File: src/rtl/disp_seg_mux_n.sv
`default_nettype none
// ============================================================================
// Module   : disp_seg_mux_n
// Brief    : Time-multiplexed seven-segment driver with blink, PWM brightness,
//            dead time and leading-zero blanking.
// Revision : 1.0 - initial release
// ============================================================================
module disp_seg_mux_n #(
    parameter int DIGITS         = 4,
    parameter int REFRESH_LOG2   = 16,
    parameter int DEAD_CYC       = 4,
    parameter int BLINK_LOG2     = 24,
    parameter int SEL_ACTIVE_LOW = 1,
    localparam int AW            = (DIGITS > 1) ? $clog2(DIGITS) : 1
) (
    input  logic              clk,
    input  logic              reset_n,
    input  logic              wr_en,
    input  logic [AW-1:0]     wr_addr,
    input  logic [5:0]        wr_data,
    input  logic [DIGITS-1:0] blink_mask,
    input  logic [3:0]        brightness,
    input  logic              blank_lz,
    output logic [7:0]        sseg,
    output logic [DIGITS-1:0] sel,
    output logic              frame_tick
);

    localparam logic [5:0]              c_blank_entry = 6'b0_11101;
    localparam logic [AW-1:0]           c_last_digit  = AW'(DIGITS - 1);
    localparam logic [REFRESH_LOG2-1:0] c_dead        = REFRESH_LOG2'(DEAD_CYC);
    localparam logic                    c_sel_on      = (SEL_ACTIVE_LOW != 0) ? 1'b0 : 1'b1;
    localparam logic [DIGITS-1:0]       c_sel_idle    = {DIGITS{~c_sel_on}};

    logic [REFRESH_LOG2-1:0] r_slot_cnt;
    logic [AW-1:0]           r_digit_idx;
    logic [BLINK_LOG2:0]     r_blink_cnt;
    logic [5:0]              r_buf [DIGITS];

    logic                    w_slot_last;
    logic                    w_frame_end;
    logic [3:0]              w_phase;
    logic                    w_sel_en;
    logic [DIGITS-1:0]       w_lz_run;
    logic [5:0]              w_cur;
    logic                    w_mask_bit;
    logic                    w_lz_hit;
    logic                    w_blank;
    logic [7:0]              w_sseg_nxt;
    logic [DIGITS-1:0]       w_sel_nxt;

    // Active-low glyphs, bit order {a,b,c,d,e,f,g}
    function automatic logic [6:0] f_glyph(input logic [4:0] ch);
        case (ch)
            5'd0:  f_glyph = 7'b0000001;
            5'd1:  f_glyph = 7'b1001111;
            5'd2:  f_glyph = 7'b0010010;
            5'd3:  f_glyph = 7'b0000110;
            5'd4:  f_glyph = 7'b1001100;
            5'd5:  f_glyph = 7'b0100100;
            5'd6:  f_glyph = 7'b0100000;
            5'd7:  f_glyph = 7'b0001111;
            5'd8:  f_glyph = 7'b0000000;
            5'd9:  f_glyph = 7'b0000100;
            5'd10: f_glyph = 7'b0001000;
            5'd11: f_glyph = 7'b1100000;
            5'd12: f_glyph = 7'b0110001;
            5'd13: f_glyph = 7'b1000010;
            5'd14: f_glyph = 7'b0110000;
            5'd15: f_glyph = 7'b0111000;
            5'd16: f_glyph = 7'b0100001;
            5'd17: f_glyph = 7'b1001000;
            5'd18: f_glyph = 7'b1111001;
            5'd19: f_glyph = 7'b1000011;
            5'd20: f_glyph = 7'b1110001;
            5'd21: f_glyph = 7'b0001001;
            5'd22: f_glyph = 7'b0000001;
            5'd23: f_glyph = 7'b0011000;
            5'd24: f_glyph = 7'b1111010;
            5'd25: f_glyph = 7'b0100100;
            5'd26: f_glyph = 7'b1000001;
            5'd27: f_glyph = 7'b1000100;
            5'd28: f_glyph = 7'b0010010;
            5'd30: f_glyph = 7'b1111110;
            default: f_glyph = 7'b1111111;
        endcase
    endfunction

    assign w_slot_last = &r_slot_cnt;
    assign w_frame_end = w_slot_last && (r_digit_idx == c_last_digit);

    always_ff @(posedge clk or negedge reset_n) begin
        if (!reset_n) begin
            r_slot_cnt  <= '0;
            r_digit_idx <= '0;
            r_blink_cnt <= '0;
        end else begin
            r_slot_cnt  <= r_slot_cnt + 1'b1;
            r_blink_cnt <= r_blink_cnt + 1'b1;
            if (w_slot_last) begin
                r_digit_idx <= (r_digit_idx == c_last_digit) ? '0 : r_digit_idx + 1'b1;
            end
        end
    end

    // Addresses >= DIGITS match no entry and are dropped
    always_ff @(posedge clk or negedge reset_n) begin
        if (!reset_n) begin
            for (int i = 0; i < DIGITS; i++) r_buf[i] <= c_blank_entry;
        end else begin
            for (int i = 0; i < DIGITS; i++) begin
                if (wr_en && (wr_addr == AW'(i))) r_buf[i] <= wr_data;
            end
        end
    end

    // w_lz_run[i]: every entry from i up to the top digit is an all-zero code
    always_comb begin
        w_lz_run = '0;
        w_lz_run[DIGITS-1] = (r_buf[DIGITS-1] == 6'd0);
        for (int i = DIGITS - 2; i >= 0; i--) begin
            w_lz_run[i] = (r_buf[i] == 6'd0) && w_lz_run[i+1];
        end
    end

    always_comb begin
        w_cur      = c_blank_entry;
        w_mask_bit = 1'b0;
        w_lz_hit   = 1'b0;
        for (int i = 0; i < DIGITS; i++) begin
            if (r_digit_idx == AW'(i)) begin
                w_cur      = r_buf[i];
                w_mask_bit = blink_mask[i];
                w_lz_hit   = w_lz_run[i] && (i != 0);
            end
        end
    end

    assign w_phase    = r_slot_cnt[REFRESH_LOG2-1 -: 4];
    assign w_sel_en   = (r_slot_cnt >= c_dead) && (w_phase <= brightness);
    assign w_blank    = (r_blink_cnt[BLINK_LOG2] && w_mask_bit) || (blank_lz && w_lz_hit);
    assign w_sseg_nxt = w_blank ? 8'hFF : {~w_cur[5], f_glyph(w_cur[4:0])};

    for (genvar gi = 0; gi < DIGITS; gi++) begin : g_sel
        assign w_sel_nxt[gi] = ((r_digit_idx == AW'(gi)) && w_sel_en) ? c_sel_on : ~c_sel_on;
    end

    always_ff @(posedge clk or negedge reset_n) begin
        if (!reset_n) begin
            sseg       <= 8'hFF;
            sel        <= c_sel_idle;
            frame_tick <= 1'b0;
        end else begin
            sseg       <= w_sseg_nxt;
            sel        <= w_sel_nxt;
            frame_tick <= w_frame_end;
        end
    end

endmodule
`default_nettype wire
File: config.mk
export PLATFORM = sky130hd
export DESIGN_NAME = disp_seg_mux_n
export DESIGN_NICKNAME = d
export VERILOG_FILES = /design/src/rtl/disp_seg_mux_n.sv
export SDC_FILE = /design/constraint.sdc
export NUM_CORES = 1
export LEC_CHECK = 0
export CORE_MARGIN = 2
export CORE_UTILIZATION = 23
export CTS_CLUSTER_SIZE = 40
export DETAILED_ROUTE_END_ITERATION = 7
export HOLD_SLACK_MARGIN = 0.08
export SLEW_MARGIN = 10
export SYNTH_ARGS = -nofsm -noshare
export SYNTH_HDL_FRONTEND = slang
export SYNTH_SLANG_ARGS = --single-unit
File: constraint.sdc
create_clock -name clk -period 5.8 [get_ports clk]
set_clock_uncertainty 0.2 [all_clocks]
set_input_delay 1.16 -clock clk [delete_from_list [all_inputs] [get_ports clk]]
set_output_delay 1.16 -clock clk [all_outputs]
set_load 0.005 [all_outputs]
Yosys cells after proc, flatten, opt, wreduce, memory -nomap -nowiden:

Memories as Yosys holds them, arrays and structs flattened.
Cells that the tools add are included.

* bits in registers: 80
* ROM bits: 224
* input bits: 20
* output and inout port bits: 13
* word-level logic and storage cells: 61
* memories kept: 1

Memories
* (no name shown): words 32, bits a word 7, read ports 1, clocked after Yosys merged registers in 0, write ports 0, line 54 `case (ch)`

* add/subtract/negate cells: 3
* $lt $le $gt $ge: 2
* eq/ne operators: 6
* muxes and demuxes: 17
* bitwise operators: 1
* reduce and logical (&&, ||, !) cells: 21

Operators by type and width (count)
* 25-bit by 1-bit adder with 25-bit output (second input constant): 1
* 6-bit 2-to-1 mux: 4
* 6-bit logical NOT: 3
* 16-bit by 1-bit adder with 16-bit output (second input constant): 1
* 16-bit by 3-bit greater-or-equal comparator with 1-bit output (second input constant): 1
* 16-bit AND reduction: 1
* 1-bit logical AND: 14
* 1-bit 2-to-1 mux: 11
* 2-bit equality test (second input constant): 4
* 8-bit 2-to-1 mux: 1
* 2-bit by 1-bit equality test with 1-bit output (second input constant): 2
* 4-bit <= comparator: 1
* 2-bit logical NOT: 2
* 2-bit by 1-bit adder with 2-bit output (second input constant): 1
* 2-bit 2-to-1 mux: 1
* 1-bit logical OR: 1
* 1-bit NOT: 1

Depth between registers and ports, before layout:

Gate-level depths: netlist of the first run.

* depth after elaboration: 9
* depth in mapped cells: 14
* mapped depth without buffers: 13

Least setup slack after synthesis of the first run:

OpenSTA, ideal clock, no wires.

* path type: reg-to-reg
* from: register r_digit_idx[0]
* to: register sseg[3]
* setup time: 0.111 ns
* arrival: 2.321 ns
* required time: 5.489 ns
* setup slack: 3.168 ns
* cell stages (with the launch flop): 12
* buffers on the path: 1
* period minus slack after synthesis: 2.632 ns
* path through: dfrtp_1 ha_1 buf_2 nor3b_1 nor3_1 a221oi_4 ha_1 inv_1 ha_1 and2_0 o21ai_1 o311ai_1

* longest elaborated chain between the ends: 8
* elaborated cells on any way between the ends: 20
* those cells by class: 3 x eq/ne; 12 x mux; 4 x reduce/logical; 1 x memory

RTL lines
* start: declaration: line 36 `logic [AW-1:0] r_digit_idx;`
* start signal: assignment: line 101 `r_digit_idx <= (r_digit_idx == c_last_digit) ? '0 : r_digit_idx + 1'b1;`
* parallel branches: the longest is 7 deep, another holds memory 32 x 7 bit
* 8-bit 2-to-1 mux *: line 142 `assign w_sseg_nxt = w_blank ? 8'hFF : {~w_cur[5], f_glyph(w_cur[4:0])};`
* named net w_sseg_nxt[3]: line 49 `logic [7:0] w_sseg_nxt;`
* end signal: assignment: line 154 `sseg <= w_sseg_nxt;`
* end: declaration: line 24 `output logic [7:0] sseg,`

Mark *: on every way through the listed nets, which the timed path passes.
A chain may end at the register's enable or synchronous reset.

Worst setup path in the final report of the first run:

* from: register r_digit_idx[1]
* to: register sseg[0]

Same word-level chain as after synthesis.

==> results of run 1 <==
[layout make-up]
class                           count  area share [%]
Clock inverter                      7            1.22
Inverter                           16            1.22
Clock buffer                        9            4.57
Sequential cell                    80            41.3
Tap cell                          225            5.71
Timing Repair Buffer               32            6.45
Multi-Input combinational cell    258            39.5
[worst paths after layout]
| kind | start | end | slack [ns] | cells past startpoint |
|---|---|---|---|---|
| max | r_digit_idx[1] | sseg[0] | 2.54 | 10 |
| min | r_blink_cnt[20] | r_blink_cnt[20] | 0.27 | 1 |
| max reg2reg | r_digit_idx[1] | sseg[0] | 2.54 | 10 |
| min reg2reg | r_blink_cnt[20] | r_blink_cnt[20] | 0.27 | 1 |
| max in group asynchronous | reset_n | r_buf[1] | 4.00 | 1 |
| min in group asynchronous | reset_n | r_slot_cnt[14] | 0.76 | 1 |
[power breakdown]
part	total, W	internal, W	switching, W
logic	0.000265	0.000135	0.000131
registers	0.000674	0.000641	0.0000331
clock network	0.000542	0.000300	0.000243
[layer usage]
layer	track usage [%]	wire, um	part of all wire [%]	vias up
li1	-	-	-	1374
met3	3.35	444	5.3	13
met5	0	12	0.14	-
met4	3.78	138	1.7	2
met2	15.5	4030	48	55
met1	11.0	3690	44	1339
[synth_stat cells (all sizes together), types with 2 or more instances]
cell and count:
a211oi 10, a21oi 8, a221oi 2, a31oi 3, and2 3, and3 11, and4 3, buf 8
clkbuf 2, dfrtp 52, dfstp 28, ha 21, inv 16, mux2 26, nand2 29, nand2b 3
nand3 20, nand3b 5, nand4 6, nor2 14, nor2b 6, nor3 9, nor3b 3, nor4 3
o211ai 2, o21ai 11, o311a 2, o311ai 2, o31ai 2, or4 2, xnor2 31, xor2 8
[flip-flops by register name (all words and copies together) (netlist names)]
register / cells
r_blink_cnt: 25
r_buf: 24
r_slot_cnt: 16
sseg: 8
sel: 4
r_digit_idx: 2
frame_tick: 1
[cell families (layout without fill, tap and decap cells)]
kind of cell | count (synthesis) | in the layout | synth area share, %
simple gates | 120 | 120 | 15.6
flops | 80 | 80 | 49.6
compound gates | 51 | 51 | 9.73
xor+xnor | 39 | 39 | 8.32
mux | 27 | 27 | 7.38
buf+inv | 26 | 64 | 2.93
fa+ha+maj | 21 | 21 | 6.40
[metrics by stage]
step | hold WS [ns] | setup WS (ns) | power (W) | utilization, % | cells
2_1_floorplan | 0.238 | 3.17 | 0.000842 | - | 364
3_3_place_gp | 0.253 | 2.69 | 0.000942 | 26.8 | 611
3_5_place_dp | 0.256 | 2.56 | 0.000950 | 26.8 | 611
4_1_cts | 0.268 | 2.54 | 0.00150 | 28.4 | 627
5_1_grt | 0.284 | 2.32 | 0.00156 | 28.4 | 627
6_report | 0.266 | 2.54 | 0.00148 | 28.4 | 627
==> results.sh, run 1 <==
export IMPL_outcome="complete, no violations"
export IMPL_vias=2783
export IMPL_worst_pin_slew_ns=0.964
export IMPL_dpl_cell_area_mm2=0.00464
export IMPL_crit_buf_inv=2
export IMPL_first_pass_iters=4
export IMPL_fillers=1748
export IMPL_multiInputGateArea_mm2=0.00195
export IMPL_yosysTopAreaCell="dfrtp_1"
export IMPL_hold_buffers=0
export IMPL_async_flop_share_pct=100
export IMPL_crit_path_end_kind="register"
export IMPL_layout_common_cells="dfrtp_1, xnor2_1, clkdlybuf4s50_1"
export IMPL_place_congestion=0.807
export IMPL_cts_sinks=80
export IMPL_worstPathRequired_ns=5.81
export IMPL_synth_seq_cells=80
export IMPL_crit_fanout=15
export IMPL_criticalPathCategory="reg -> reg"
export IMPL_grt_ovfl_total=0
export IMPL_clk_latency_ns=0.34
export IMPL_yosysSeqAreaShare_pct=49.6
export IMPL_synth_top_area_share_pct=31.7
export IMPL_crit_arrival_ns=3.27
export IMPL_netlist_cell_type_count=54
export IMPL_slew_violations=0
export IMPL_drt_drc_violations_left=0
export IMPL_yosys_warnings=0
export IMPL_numCtsBuffers=9
export IMPL_synth_nets=405
export IMPL_ant_nets=0
export IMPL_grt_max_degree=81
export IMPL_final_layout_size_suffix_gt1_share_pct=19.9
export IMPL_stdcell_area_mm2=0.00493
export IMPL_crit_family="compound AO/OA/AOI/OAI gates"
export IMPL_hpwl_mm=6.09
export IMPL_cp_cell_sequence="inv_1, ha_1, nor2b_1, a211oi_2, a211oi_2, inv_2, ha_1, a21oi_1, o31a_1, o31ai_1"
export IMPL_cap_viol_max_count=0
export IMPL_synth_flop_cell="dfrtp_1"
export IMPL_die_area_mm2=0.0189
export IMPL_leakage_nw=2.06
export IMPL_die_x_um=138
export IMPL_min_path_type="reg -> reg"
export IMPL_peakVddDrop_uv=123
export IMPL_drt_wirelength_per_cell_um=13.3
export IMPL_grt_pass1_vias=2792
export IMPL_fin_crit_ns=3.26
export IMPL_cts_buffer_depth=2
export IMPL_row_count=48
export IMPL_tritoncts="done"
export IMPL_maxSlewHeadroom_pct=35.8
export IMPL_htreeDepth=3
export IMPL_synth_edf_count=0
export IMPL_grtUsageTotal_pct=9.37
export IMPL_finalCritPeriodShare_pct=56.1
export IMPL_core_mm2=0.0174
export IMPL_root_buffer="clkbuf_16"
export IMPL_cellPowerDensity_mw_per_mm2=301
export IMPL_cp_start_kind="register"
export IMPL_rsz0062_at_grt="no"
export IMPL_final_setup_tns_ns=0
export IMPL_synthCells=364
export IMPL_regArea_mm2=0.00204
export IMPL_die_h_um=138
export IMPL_clk_pin_slew_ns=0.07
export IMPL_max_freq_mhz=307
export IMPL_post_cts_buffers=0
export IMPL_grt_pass1_wl_mm=13.7
export IMPL_cp_slowest_cell="a211oi_2"
export IMPL_drtIter0Drc=182
export IMPL_final_common_cell="dfrtp_1"
export IMPL_avgViaCountPerCell=4.44
export IMPL_hold_violations=0
export IMPL_synth_area_leaders="dfrtp_1, dfstp_2, mux2_2, xnor2_1, ha_1"
export IMPL_antenna_found_initial=1
export IMPL_ctsResizeCount=0
export IMPL_wl_mm=8.31
export IMPL_antennaDiodeCount=0
export IMPL_top_level_ports=33
export IMPL_synth_avg_cell_area_um2=11.3
export IMPL_syn_area_mm2=0.00410
export IMPL_slowest_delay_ns=0.67
export IMPL_start_util_pct=23.6
export IMPL_finalSetupViolCount=0
export IMPL_syn2layout_area_growth_pct=20.1
export IMPL_final_net_count=438
export IMPL_port_buffer_count=32
(Power assumes the default switching activity.)
==> run 2: changes to the inputs <==
==> constraint.sdc (replaced) <==
create_clock -name clk -period 2.75 [get_ports clk]
set_clock_uncertainty 0.2 [all_clocks]
set_input_delay 0.55 -clock clk [delete_from_list [all_inputs] [get_ports clk]]
set_output_delay 0.55 -clock clk [all_outputs]
set_load 0.005 [all_outputs]
==> run 2 against run 1 <==
Against the previous run:
- critical path depth is 1 higher
- sequential share of layout area is 2.5 points lower
- routed wire length is 9.8% higher
- maximum frequency is 23% higher
- setup slack worse by 2.4 ns
- final area is 6.7% higher
- clock power is 110% higher
- via count is 4.2% higher
- first-iteration DRC count is 18% lower
- utilization is 1.9 points higher
==> results.sh, run 2 (same netlist as run 1, synthesis figures left out) <==
export IMPL_reg2reg_to="sseg[0]"
export IMPL_die_h_um=138
export IMPL_grtUsageTotal_pct=10.5
export IMPL_final_net_count=467
export IMPL_row_count=48
export IMPL_core_mm2=0.0174
export IMPL_crit_buf_inv=3
export IMPL_r2r_cells=11
export IMPL_start_util_pct=23.6
export IMPL_finalCritPeriodShare_pct=96.0
export IMPL_total_power_w=0.00325
export IMPL_dp_cells=638
export IMPL_die_x_um=138
export IMPL_worst_pin_slew_ns=0.766
export IMPL_final_common_cell="dfrtp_1"
export IMPL_htreeDepth=3
export IMPL_ant_nets=0
export IMPL_min_path_type="in -> async"
export IMPL_crit_path_end_kind="register"
export IMPL_crit_arrival_ns=2.68
export IMPL_rsz0062_at_grt="yes"
export IMPL_antenna_found_initial=0
export IMPL_tritoncts="done"
export IMPL_criticalPathCategory="reg -> reg"
export IMPL_grt_max_degree=63
export IMPL_r2r_setup_slack_ns=0.11
export IMPL_first_pass_iters=4
export IMPL_maxSlewHeadroom_pct=48.9
export IMPL_grt_ovfl_total=0
export IMPL_numCtsBuffers=9
export IMPL_slowest_delay_ns=0.47
export IMPL_port_buffer_count=32
export IMPL_postLayoutSetupSlackWorst_ns=0.110
export IMPL_max_freq_mhz=379
export IMPL_hpwl_mm=6.73
export IMPL_largest_reg_flops=25
export IMPL_cellPowerDensity_mw_per_mm2=618
export IMPL_hold_violations=0
export IMPL_leakage_nw=2.20
export IMPL_cp_start_kind="register"
export IMPL_crit_fanout=13
export IMPL_clk_pin_slew_ns=0.06
export IMPL_top_level_ports=33
export IMPL_cp_cell_sequence="inv_4, ha_4, or2_4, buf_4, a211oi_2, a211oi_2, inv_2, ha_1, a21oi_1, o31a_1, o31ai_1"
export IMPL_drt_wirelength_per_cell_um=13.9
export IMPL_cap_viol_max_count=0
export IMPL_cts_sinks=80
export IMPL_finalNonFillerCells=656
export IMPL_hold_buffers=0
export IMPL_clk_latency_ns=0.34
export IMPL_worstPathRequired_ns=2.79
export IMPL_drt_drc_violations_left=0
export IMPL_cts_buffer_depth=2
export IMPL_cp_slowest_cell="dfrtp_2"
export IMPL_die_area_mm2=0.0189
export IMPL_place_congestion=0.828
export IMPL_slew_violations=0
export IMPL_r2r_start="r_digit_idx[0]"
export IMPL_fin_crit_ns=2.64
export IMPL_crit_path_frequent_cell="a211oi_2"
export IMPL_wl_mm=9.13
export IMPL_outcome="complete, no violations"
export IMPL_final_layout_size_suffix_gt1_share_pct=28.8
export IMPL_vias=2899
export IMPL_peakVddDrop_uv=267
export IMPL_reg_largest_list="r_blink_cnt (25), r_buf (24), r_slot_cnt (16)"
export IMPL_grt_pass1_vias=3102
export IMPL_fin_util_pct=30.3
export IMPL_crit_family="compound AO/OA/AOI/OAI gates"
export IMPL_syn2layout_area_growth_pct=28.1
export IMPL_antennaDiodeCount=0
export IMPL_worst_hold_slack_ns=0.0794
export IMPL_layout_common_cells="dfrtp_1, xnor2_1, clkdlybuf4s50_1"
export IMPL_root_buffer="clkbuf_16"
export IMPL_pre_cts_slack_ns=-0.0748
export IMPL_avgViaCountPerCell=4.42
export IMPL_drtIter0Drc=149
export IMPL_finalSetupViolCount=0
export IMPL_top_register="r_blink_cnt"
export IMPL_grt_pass1_wl_mm=15.5
[run 2: changes by cell type in the layout (fill, tap and decap cells not counted), sizes merged]
cell and delta:
clkbuf +1, clkinvlp +2, inv -3, buf +29
[run 2: layout make-up]
cell class | instances | area [um^2]
Clock buffer | 10 | 239
Clock inverter | 6 | 48.8
Fill cell | 1742 | 12100
Inverter | 16 | 62.6
Multi-Input combinational cell | 258 | 2050
Sequential cell | 80 | 2040
Tap cell | 225 | 282
Timing Repair Buffer | 61 | 536
[run 2: how the worst max path moves through the flow]
stage / slack, ns / endpoint / from / cells after the start
final: 0.11 / sseg[0] / r_digit_idx[0] / 11
after global routing: -0.03 / sseg[6] / r_digit_idx[0] / 11
after CTS: 0.01 / sseg[3] / r_digit_idx[0] / 12
after detailed placement: -0.07 / sseg[3] / r_digit_idx[0] / 12
after global placement: 0.08 / sseg[3] / r_digit_idx[0] / 12
after floorplan: 0.12 / sseg[3] / r_digit_idx[0] / 11
[run 2: routing by layer]
metal  GRT usage, %  up-vias  wire, um
met5              0        -         0
met3           2.69       12       455
met4           4.18        0       140
li1               -     1430         -
met1           12.9     1405      4170
met2           17.6       52      4360
[run 2: stage by stage]
step | area, um^2 | setup TNS (ns)
global route | 5260 | -0.0707
floorplan | 4100 | 0
finish | 5260 | 0
CTS | 5140 | 0
global placement | 4850 | 0
detailed placement | 4850 | -0.122
[run 2: repair_timing]
action                                  4_1_cts  5_1_grt
pin swaps                                     1        3
buffers inserted                              0        2
cloned                                        0        0
gates resized for setup                       3       22
endpoints found under the setup margin        3        6
[run 2: where the power goes]
part / internal, W / switching [W] / leakage, nW
combinational: 0.000357 / 0.000308 / 1.09
sequential: 0.00135 / 0.0000803 / 0.971
clock: 0.000647 / 0.000502 / 0.137
==> run 3: changes to the inputs <==
--- a/config.mk
+++ b/config.mk
@@ -5,11 +5,14 @@
 export SDC_FILE = /design/constraint.sdc
 export NUM_CORES = 1
 export LEC_CHECK = 0
+export CELL_PAD_IN_SITES_DETAIL_PLACEMENT = 0
+export CELL_PAD_IN_SITES_GLOBAL_PLACEMENT = 1
 export CORE_MARGIN = 2
 export CORE_UTILIZATION = 23
 export CTS_CLUSTER_SIZE = 40
 export DETAILED_ROUTE_END_ITERATION = 7
 export HOLD_SLACK_MARGIN = 0.08
+export PLACE_DENSITY_LB_ADDON = 0.1
 export SLEW_MARGIN = 10
 export SYNTH_ARGS = -nofsm -noshare
 export SYNTH_HDL_FRONTEND = slang
==> run 3 against run 2 <==
Against the previous run:
- utilization grew 0.30 points
- total power grew 3.8%
- first-iteration DRC count shrank 18%
- combinational power shrank 2%
- final area grew 0.98%
- non-clock buffer count grew 2
- routed wire length grew 5.9%
- setup slack gained 0.0066 ns
- clock power grew 12%
- hold slack gained 0.18 ns
- sequential share of layout area shrank 0.38 points
==> results.sh, run 3 (same netlist as run 1, synthesis figures left out) <==
export IMPL_outcome="complete, no violations"
export IMPL_numCtsBuffers=9
export IMPL_avgViaCountPerCell=4.40
export IMPL_start_util_pct=23.6
export IMPL_cp_cell_sequence="inv_4, ha_4, buf_8, and2b_4, a221oi_4, ha_2, inv_1, ha_1, and2_0, o21ai_1, o311ai_2"
export IMPL_clk_latency_ns=0.34
export IMPL_crit_path_end_kind="register"
export IMPL_root_buffer="clkbuf_16"
export IMPL_clkPwrFrac_pct=38.2
export IMPL_p_int_w=0.00250
export IMPL_reg_largest_list="r_blink_cnt (25), r_buf (24), r_slot_cnt (16)"
export IMPL_final_net_count=469
export IMPL_grt_pass1_wl_mm=15.9
export IMPL_vias=2893
export IMPL_grt_ovfl_total=0
export IMPL_grt_max_degree=41
export IMPL_grt_pass1_vias=2896
export IMPL_antennaDiodeCount=0
export IMPL_cap_viol_max_count=0
export IMPL_hold_violations=0
export IMPL_die_h_um=138
export IMPL_first_pass_iters=4
export IMPL_max_freq_mhz=380
export IMPL_finalSetupViolCount=0
export IMPL_finalCritPeriodShare_pct=95.8
export IMPL_drtIter0Drc=122
export IMPL_slowest_delay_ns=0.46
export IMPL_pre_cts_slack_ns=-0.0266
export IMPL_drt_wirelength_per_cell_um=14.7
export IMPL_dp_cells=632
export IMPL_antenna_found_initial=0
export IMPL_switching_share_pct=25.9
export IMPL_largest_reg_flops=25
export IMPL_seq_power_share_pct=42.4
export IMPL_die_x_um=138
export IMPL_postLayoutSetupSlackWorst_ns=0.117
export IMPL_leakage_nw=2.24
export IMPL_fin_crit_ns=2.63
export IMPL_ant_nets=0
export IMPL_final_setup_tns_ns=0
export IMPL_finalNonFillerCells=658
export IMPL_drt_drc_violations_left=0
export IMPL_row_count=48
export IMPL_crit_fanout=6
export IMPL_clk_pin_slew_ns=0.06
export IMPL_die_area_mm2=0.0189
export IMPL_maxSlewHeadroom_pct=62.8
export IMPL_worstPathRequired_ns=2.78
export IMPL_wl_mm=9.66
export IMPL_htreeDepth=3
export IMPL_cp_start_kind="register"
export IMPL_crit_arrival_ns=2.67
export IMPL_grtUsageTotal_pct=11.2
export IMPL_final_common_cell="dfrtp_1"
export IMPL_tritoncts="done"
export IMPL_cts_buffer_depth=2
export IMPL_p_comb_share_pct=19.4
export IMPL_peakVddDrop_uv=359
export IMPL_place_congestion=0.733
export IMPL_top_register="r_blink_cnt"
export IMPL_power_switching_w=0.000874
export IMPL_port_buffer_count=32
export IMPL_min_path_type="reg -> reg"
export IMPL_hpwl_mm=7.08
export IMPL_layout_common_cells="dfrtp_1, xnor2_1, clkdlybuf4s50_1"
export IMPL_cts_sinks=80
export IMPL_worst_pin_slew_ns=0.558
export IMPL_slew_violations=0
export IMPL_cellPowerDensity_mw_per_mm2=635
export IMPL_fin_util_pct=30.6
export IMPL_criticalPathCategory="reg -> reg"
export IMPL_core_mm2=0.0174
export IMPL_rsz0062_at_grt="yes"
export IMPL_syn2layout_area_growth_pct=29.3
export IMPL_cp_slowest_cell="dfrtp_2"
export IMPL_final_layout_size_suffix_gt1_share_pct=28.9
export IMPL_top_level_ports=33
[run 3: what timing repair did]
action | CTS | global route
pin swaps | 0 | 4
hold endpoints to repair | 25 | 0
gates resized for setup | 2 | 25
setup endpoints to repair | 2 | 7
setup buffers | 0 | 9
hold buffers | 1 | 0
[run 3: power groups by stage]
stage	Clock, W	Combinational (W)	Sequential [W]
floorplan	0	0.000352	0.00142
global placement	0	0.000644	0.00145
detailed placement	0	0.000632	0.00145
CTS	0.00135	0.000638	0.00143
global route	0.00139	0.000726	0.00144
finish	0.00129	0.000654	0.00143
[run 3: per-layer routing]
| metal | track usage [%] | part of all wire [%] |
|---|---|---|
| met2 | 16.8 | 45 |
| met5 | 0 | 0 |
| met3 | 3.64 | 3.9 |
| met4 | 4.64 | 1.9 |
| met1 | 14.8 | 49 |
[run 3: metrics by stage]
stage               cell area [um^2]  hold slack (ns)  total power [W]
finish                          5310            0.264          0.00337
global route                    5310            0.290          0.00356
CTS                             5140            0.271          0.00342
detailed placement              4800            0.258          0.00208
global placement                4800            0.254          0.00209
floorplan                       4100           0.0544          0.00178
[run 3: layout make-up]
type	instances	area, um^2
inverter	16	62.6
timing repair buffer	63	564
sequential	80	2040
tap	225	282
clock inverter	5	82.6
clock buffer	11	233
fill	1783	12000
multi-input combinational	258	2040
[run 3: worst paths after layout]
kind                       slack, ns       startpoint              end  depth (start not counted)
min reg2reg                     0.26  r_blink_cnt[22]  r_blink_cnt[22]                          1
min                             0.26  r_blink_cnt[22]  r_blink_cnt[22]                          1
max                             0.12   r_digit_idx[0]          sseg[3]                         11
min in group asynchronous       0.54          reset_n        r_buf[23]                          2
max reg2reg                     0.12   r_digit_idx[0]          sseg[3]                         11
max in group asynchronous       1.12          reset_n         r_buf[8]                          3
[run 3: worst max-delay path: cells and delay by family, from the launching register on]
| kind | cells | cell delay [ns] |
|---|---|---|
| AND/OR/NAND/NOR | 2 | 0.30 |
| buffers and inverters | 3 | 0.25 |
| flip-flops | 1 | 0.46 |
| AO/OA/AOI/OAI | 3 | 0.62 |
| adder cells (fa/ha/maj) | 3 | 0.71 |
